**src/rtl/i2cm_phy.sv**
```systemverilog
// Bit-level I2C master: executes one START, STOP, WRITE or READ bit at a time on open-drain pads,
// paced by a quarter-period divider, with clock stretching and a sticky fault flag.
module i2cm_phy (
   input  logic        clk,
   input  logic        rst_n,
   input  logic        clr_n,
   input  logic [11:0] ckdiv,
   input  logic [4:0]  cmd,
   input  logic        tbit,
   output logic        rbit,
   output logic        bdone,
   output logic        error,
   input  logic        i2c_scl_i,
   input  logic        i2c_sda_i,
   output logic        i2c_scl_o,
   output logic        i2c_sda_o,
   output logic        i2c_scl_oe,
   output logic        i2c_sda_oe
);

   localparam logic [4:0] CMD_START = 5'b00001;
   localparam logic [4:0] CMD_STOP  = 5'b00010;
   localparam logic [4:0] CMD_WRITE = 5'b00100;
   localparam logic [4:0] CMD_READ  = 5'b01000;

   typedef enum logic [2:0] {IDLE, Q0, Q1, Q2, Q3, ERR} state_t;

   state_t      state, state_d;
   logic [1:0]  scl_sync, sda_sync;
   logic        scl_s, sda_s;
   logic [11:0] cnt, cnt_d, qmax;
   logic        expire, restart;
   logic [4:0]  cmd_l, cmd_l_d;
   logic        tbit_l, tbit_l_d;
   logic        scl_oe_d, sda_oe_d, bdone_d, rbit_d;

   assign i2c_scl_o = 1'b0;
   assign i2c_sda_o = 1'b0;
   assign scl_s     = scl_sync[1];
   assign sda_s     = sda_sync[1];

   // Divider clamps to a 4-cycle quarter; using >= keeps it safe if ckdiv shrinks mid-count.
   assign qmax   = (ckdiv < 12'd3) ? 12'd3 : ckdiv;
   assign expire = (cnt >= qmax);

   // Pad synchronisers idle high to match released, pulled-up lines; clr_n leaves them alone.
   always_ff @(posedge clk or negedge rst_n) begin
      if (!rst_n) begin
         scl_sync <= 2'b11;
         sda_sync <= 2'b11;
      end else begin
         scl_sync <= {scl_sync[0], i2c_scl_i};
         sda_sync <= {sda_sync[0], i2c_sda_i};
      end
   end

   always_comb begin
      state_d  = state;
      cmd_l_d  = cmd_l;
      tbit_l_d = tbit_l;
      bdone_d  = 1'b0;
      rbit_d   = rbit;
      unique case (state)
         IDLE: begin
            if (expire && (cmd != 5'd0)) begin
               state_d  = Q0;
               cmd_l_d  = cmd;
               tbit_l_d = tbit;
            end
         end
         Q0: if (expire) state_d = Q1;
         Q1: begin
            // Slave clock stretching: hold Q1 until SCL is actually seen high.
            if (expire && scl_s) begin
               state_d = Q2;
               if (cmd_l == CMD_READ) rbit_d = sda_s;
               if ((cmd_l == CMD_WRITE) && tbit_l && !sda_s) state_d = ERR;
               if ((cmd_l == CMD_START) && !sda_s) state_d = ERR;
            end
         end
         Q2: if (expire) state_d = Q3;
         Q3: begin
            if (expire) begin
               if ((cmd_l == CMD_STOP) && !sda_s) begin
                  state_d = ERR;
               end else begin
                  state_d = IDLE;
                  bdone_d = 1'b1;
               end
            end
         end
         ERR:     state_d = ERR;
         default: state_d = IDLE;
      endcase
   end

   assign restart = (state_d != state) || bdone_d || ((state == IDLE) && expire);

   always_comb begin
      cnt_d = cnt;
      if (restart)      cnt_d = 12'd0;
      else if (!expire) cnt_d = cnt + 12'd1;
   end

   // Line drive is decoded from the next state so the pads change on the same edge as the phase.
   // IDLE holds the previous drive so SCL stays low between bits of a transfer.
   always_comb begin
      scl_oe_d = i2c_scl_oe;
      sda_oe_d = i2c_sda_oe;
      if (state_d == ERR) begin
         scl_oe_d = 1'b0;
         sda_oe_d = 1'b0;
      end else if (state_d != IDLE) begin
         unique case (cmd_l_d)
            CMD_START: begin
               scl_oe_d = (state_d == Q3);
               sda_oe_d = (state_d == Q2) || (state_d == Q3);
            end
            CMD_STOP: begin
               scl_oe_d = (state_d == Q0);
               sda_oe_d = (state_d != Q3);
            end
            CMD_WRITE: begin
               scl_oe_d = (state_d == Q0) || (state_d == Q3);
               sda_oe_d = ~tbit_l_d;
            end
            CMD_READ: begin
               scl_oe_d = (state_d == Q0) || (state_d == Q3);
               sda_oe_d = 1'b0;
            end
            default: begin
               scl_oe_d = i2c_scl_oe;
               sda_oe_d = i2c_sda_oe;
            end
         endcase
      end
   end

   // clr_n is a synchronous soft reset of everything except the synchronisers.
   always_ff @(posedge clk or negedge rst_n) begin
      if (!rst_n) begin
         state      <= IDLE;
         cnt        <= 12'd0;
         cmd_l      <= 5'd0;
         tbit_l     <= 1'b0;
         i2c_scl_oe <= 1'b0;
         i2c_sda_oe <= 1'b0;
         bdone      <= 1'b0;
         error      <= 1'b0;
         rbit       <= 1'b1;
      end else if (!clr_n) begin
         state      <= IDLE;
         cnt        <= 12'd0;
         cmd_l      <= 5'd0;
         tbit_l     <= 1'b0;
         i2c_scl_oe <= 1'b0;
         i2c_sda_oe <= 1'b0;
         bdone      <= 1'b0;
         error      <= 1'b0;
         rbit       <= 1'b1;
      end else begin
         state      <= state_d;
         cnt        <= cnt_d;
         cmd_l      <= cmd_l_d;
         tbit_l     <= tbit_l_d;
         i2c_scl_oe <= scl_oe_d;
         i2c_sda_oe <= sda_oe_d;
         bdone      <= bdone_d;
         error      <= (state_d == ERR);
         rbit       <= rbit_d;
      end
   end

endmodule

```
**config.mk**
```make
export PLATFORM = sky130hd
export DESIGN_NAME = i2cm_phy
export DESIGN_NICKNAME = d
export VERILOG_FILES = /design/src/rtl/i2cm_phy.sv
export SDC_FILE = /design/constraint.sdc
export NUM_CORES = 1
export LEC_CHECK = 0
export CORE_MARGIN = 3
export CORE_UTILIZATION = 50
export CTS_BUF_LIST = sky130_fd_sc_hd__clkbuf_16
export DETAILED_ROUTE_END_ITERATION = 10
export GPL_ROUTABILITY_DRIVEN = 0
export PLACE_DENSITY = 0.73
export REMOVE_ABC_BUFFERS = 1
export SLEW_MARGIN = 20
export SYNTH_ARGS = -nofsm -noshare
export SYNTH_HDL_FRONTEND = slang
export SYNTH_SLANG_ARGS = --single-unit
```
**constraint.sdc**
```tcl
create_clock -name clk -period 7.7 [get_ports clk]
set_input_delay 2.31 -clock clk [delete_from_list [all_inputs] [get_ports clk]]
set_output_delay 2.31 -clock clk [all_outputs]
set_load 0.02 [all_outputs]
```
Yosys cells after proc, flatten, opt, wreduce, memory -nomap -nowiden
Cells that the tools add are included.

Flip-flop bits (word level): 30. Input port bits: 23. Output and inout bits: 7. Word-level logic and storage cells: 97.

$add $sub $neg: 1. $lt $le $gt $ge: 2. Equal/unequal tests: 26. Mux-type cells: 37. Bitwise operators: 1. Reduce and logical (&&, ||, !) cells: 19.

Operators by type and width (count): 2-to-1 mux 12 bit (4); 2-to-1 mux 3 bit (9); 2-to-1 mux 1 bit (18); case mux 3 bit (6 select lines) (1); 2-to-1 mux 5 bit (3); adder 12 x 1 -> 12 bit (second input constant) (1); equality test 3 bit (second input constant) (4); >= comparator 12 bit (1); < comparator 12 x 2 -> 1 bit (second input constant) (1); equality test 5 x 1 -> 1 bit (second input constant) (2); equality test 5 x 2 -> 1 bit (second input constant) (2); equality test 5 x 3 -> 1 bit (second input constant) (2); equality test 5 x 4 -> 1 bit (second input constant) (2); equality test 3 x 2 -> 1 bit (second input constant) (3); logical AND 1 bit (7); equality test 3 x 1 -> 1 bit (second input constant) (2); != test 2 x 1 -> 1 bit (second input constant) (3); != test 6 x 1 -> 1 bit (second input constant) (1); != test 5 x 2 -> 1 bit (second input constant) (1); nonzero test 5 bit (1); logical OR 1 bit (4); case mux 1 bit (4 select lines) (1); AND reduction 2 bit (2); logical NOT 3 bit (1); other kinds (10) (10).

Logic depth before layout (Yosys ltp)
Depth after elaboration: 13. Gate-level depth with buffers: 14. Depth with buffers taken out: 12.

Worst setup path before layout
OpenSTA, ideal clock, no wires.

Path type: input to register. Start: input port ckdiv[7]. End: register i2c_sda_oe. Library setup time: 0.101 ns. Arrival: 4.955 ns. Required time: 7.599 ns. Slack: 2.644 ns. Cell stages on the path: 12. Buffers on the path: 0. Path through: nor4_1 > a31o_2 > ha_1 > nand2b_1 > a31oi_1 > o21ai_1 > and3_4 > or4_4 > a2111oi_4 > a21o_1 > nand4bb_1 > o32ai_1.

Longest elaborated chain between the ends: 12. Elaborated cells between the ends (all ways): 33. Classes of those cells: 2 x order compare; 10 x eq/ne; 15 x mux; 1 x bitwise; 5 x reduce/logical.

RTL lines: start: declaration (RTL line 7) `input logic [11:0] ckdiv,`; < comparator 12 x 2 -> 1 bit (RTL line 43) `assign qmax = (ckdiv < 12'd3) ? 12'd3 : ckdiv;`; 2-to-1 mux 12 bit (*) (RTL line 43); >= comparator 12 bit (*) (RTL line 44) `assign expire = (cnt >= qmax);`; logical AND 1 bit (on tied branches) (RTL line 74, 65); 2-to-1 mux 3 bit (on tied branches) (RTL line 74, 65); case mux 3 bit (6 select lines) (RTL line 63) `unique case (state)`; equality test 3 x 2 -> 1 bit / equality test 3 bit (equally long branches) (RTL line 117) `sda_oe_d = (state_d == Q2) || (state_d == Q3);`; logical OR 1 bit (RTL line 117); case mux 1 bit (4 select lines) (RTL line 114) `unique case (cmd_l_d)`; 2-to-1 mux 1 bit (RTL line 113) `end else if (state_d != IDLE) begin`; 2-to-1 mux 1 bit (RTL line 110) `if (state_d == ERR) begin`; 2-to-1 mux 1 bit (RTL line 151) `end else if (!clr_n) begin`; end signal: assignment (RTL line 167) `i2c_sda_oe <= sda_oe_d;`; end: declaration (RTL line 18) `output logic i2c_sda_oe`.

Mark *: on every way between the ends. The rest lies on a longest branch, timed or not. The select of a mux whose other input is x is not followed. A chain may end at the register's enable or synchronous reset.

Worst setup path after layout
Start: input port ckdiv[10]. End: register i2c_sda_oe.

The elaborated chain is that of the path after synthesis.

==> impl_metrics.csv <==
group,metric,value,unit
status,outcome,"complete, no violations",
placement,numPortBuffers,27,
sta,tightest_slew,0.650,ns
placement,dpl.hpwl,3.97,mm
worst_setup_path,path_class,"in -> reg",
clock_network,clk_latency,0.28,ns
floorplan,die-area,5420,sq um
clock_network,cts_tree,"done",
floorplan,io_pins,30,
clock_network,clk_pin_slew,0.05,ns
clock_network,cts_buffers,5,
placement,place_inst,330,
floorplan,die_x,73.6,microns
sta,rsz0062_at_grt,"false",
hold_path,holdPathEnd,"scl_sync[1]",
worst_setup_path,cp_max_fo,20,
drt,first_pass_iters,4,
cells_and_area,finalInstanceArea,2690,sq um
yosys,synthTopCellsByCount,"29 x nor2_1, 25 x dfrtp_1, 25 x nand2_1, 17 x inv_1, 14 x a21oi_1",
drt,ant_nets,0,
worst_setup_path,r2r_start,"cnt[2]",
cells_and_area,diodes,0,
hold_path,hold_start,"scl_sync[0]",
sta,tns,0,ns
clock_network,clk_path_buf_depth,2,
hold_path,worst_hold_path_type,"reg -> reg",
yosys,ys_seq_area_share,33.1,%
grt,first_global_vias,1998,
power,ir_worst_vdd,0.104,mV
yosys,synth_top_area_share,27.4,%
yosys,synthFlopType,"dfrtp_1",
grt,antenna_found_initial,0,
drt,routed-via-count,1985,
yosys,synth-seq-cells,30,
power,power.density,144,nW/um^2
worst_setup_path,required,7.87,ns
sta,clock_skew,0.00438,ns
grt,grt_max_degree,31,
yosys,synth.most_common_cell,"nor2_1",
drt,drt_iter0_drc,173,
worst_setup_path,reg2reg_depth,11,
power,p_leak,1.20,nW
grt,grt-ovfl-total,0,
worst_setup_path,startpoint_type,"input pin",
floorplan,fp.dieH,73.6,microns
cells_and_area,n_fill_cell,385,
sta,fin_ws,1.82,ns
cells_and_area,finalNonFillerCells,338,
clock_network,cts_hold_buf,0,
placement,post-place-ws,1.50,ns
drt,wl_per_cell,15.7,microns
drt,drt-total-wl,5.32,mm
clock_network,htreeDepth,2,
placement,dpl_cell_area,2550,sq um
sta,hold_violations,0,
floorplan,row_count,23,
cells_and_area,final_nets,323,
drt,drc,0,
grt,grt_first_pass_wirelength,9.25,mm
cells_and_area,drive_gt1_share,10.4,%
sta,timing.final.crit_share,76.4,%
clock_network,cts_root_buf,"clkbuf_16",
drt,viasPerCell,5.87,
clock_network,cts_sinks,30,
yosys,synth_cell_type_count,62,
power,power,0.388,mW
cells_and_area,syn_to_final_growth,17.8,%
cells_and_area,multiInputGateArea,1380,sq um
worst_setup_path,reg2reg_slack,4.28,ns
sta,max_freq,170,MHz
worst_setup_path,cp-end-kind,"flop",
clock_network,cts_setup_buffers,0,
yosys,synth.largest_area_cell,"dfrtp_1",
sta,fin_crit,5.88,ns
yosys,netlist_top_cells_area,"dfrtp_1 27%, ha_1 7.1%, dfstp_2 5.7%, nor2_1 4.8%, nand2_1 4.1%",
cells_and_area,ff_latch_area,757,sq um
sta,slew_headroom,56.7,%
hold_path,holdPathStages,0,
sta,slew_viol_final,0,
yosys,synthCells,260,
yosys,synth_area_per_cell,8.80,sq um
worst_setup_path,arrival,6.06,ns
floorplan,core-area,4200,sq um
yosys,yosys_warnings,0,
floorplan,initial_core_util,54.4,%
grt,grt_use_total,22.1,%
yosys,synthArstFlopShare,100,%
yosys,synth_edf_count,0,
worst_setup_path,reg2reg_to,"i2c_sda_oe",
clock_network,ctsResizeCount,0,
job,maxCapViolations,0,
yosys,synth_area,2290,sq um
sta,setup_viol,0,
[area by class of cell]
| type | instances | area share, % |
|---|---|---|
| well taps | 50 | 2.32 |
| inverters | 17 | 2.37 |
| repair buffers | 29 | 10.6 |
| flip-flops and latches | 30 | 28.1 |
| clock buffers | 5 | 4.64 |
| clock inverters | 3 | 0.604 |
| multi-input cells | 204 | 51.4 |
[cells by family after synthesis]
| logic type | share of synthesized area (%) |
|---|---|
| xor gates and xnor gates | 5.74 |
| other | 0.164 |
| DFF | 33.1 |
| adders and majority gates | 7.11 |
| and+or+nand+nor | 24.3 |
| muxes | 1.31 |
| AOI/OAI and AO/OA | 21.4 |
| buffers and inverters | 6.84 |
[flip-flops by register name, indices dropped and copies added (netlist names)]
signal      count
bdone           1
cmd_l           5
cnt            12
error           1
i2c_scl_oe      1
i2c_sda_oe      1
rbit            1
scl_sync        2
sda_sync        2
state           3
tbit_l          1
[placed cells by master, fill, tap and decap left out, types with 6 or more instances in the layout]
| master | count |
|---|---|
| nor2_1 | 29 |
| o21ai_0 | 12 |
| dfrtp_1 | 25 |
| and3_1 | 7 |
| clkdlybuf4s50_1 | 27 |
| and2_1 | 6 |
| xnor2_1 | 8 |
| a21o_1 | 6 |
| ha_1 | 13 |
| a21oi_1 | 14 |
| nand2_1 | 25 |
| xor2_1 | 7 |
| inv_1 | 17 |
| nand3_1 | 7 |
[worst max path at each step]
| stage | endpoint | cells after the start | slack [ns] | startpoint |
|---|---|---|---|---|
| after floorplan | i2c_sda_oe | 12 | 2.29 | ckdiv[7] |
| after global placement | i2c_sda_oe | 13 | 1.66 | ckdiv[10] |
| after detailed placement | cnt[3] | 12 | 1.50 | ckdiv[10] |
| after CTS | cnt[3] | 12 | 1.77 | ckdiv[10] |
| after global routing | i2c_sda_oe | 13 | 1.52 | ckdiv[10] |
| final | i2c_sda_oe | 13 | 1.82 | ckdiv[10] |
[routing by layer]
layer,GRT usage (%),up-vias,wire length [microns]
li1,-,992,-
met1,29.8,942,2590
met5,0,-,0
met2,35.4,41,2410
met3,3.15,10,231
met4,8.85,0,92
[critical path: stages]
cell and delay [ns]:
clkdlybuf4s50_1 0.42, nor4_1 0.42, a31oi_1 0.16, ha_1 0.30, a31oi_1 0.08, o21ai_1 0.45
a21oi_1 0.13, buf_4 0.23, or4_2 0.64, a211oi_1 0.33, a21o_1 0.17, nand4bb_1 0.12
o32ai_1 0.30
[where the power goes]
part           switching (mW)  internal [mW]
Combinational          0.0183         0.0177
Sequential            0.00251          0.161
Clock                  0.0705          0.118
Total                  0.0914          0.297
[through the flow]
stage               util (%)  hold slack [ns]
global route            64.1            0.362
floorplan                  -            0.345
detailed placement      60.6            0.348
global placement        60.6            0.346
finish                  64.1            0.355
CTS                     64.0            0.355
(Power assumes the default switching activity.)
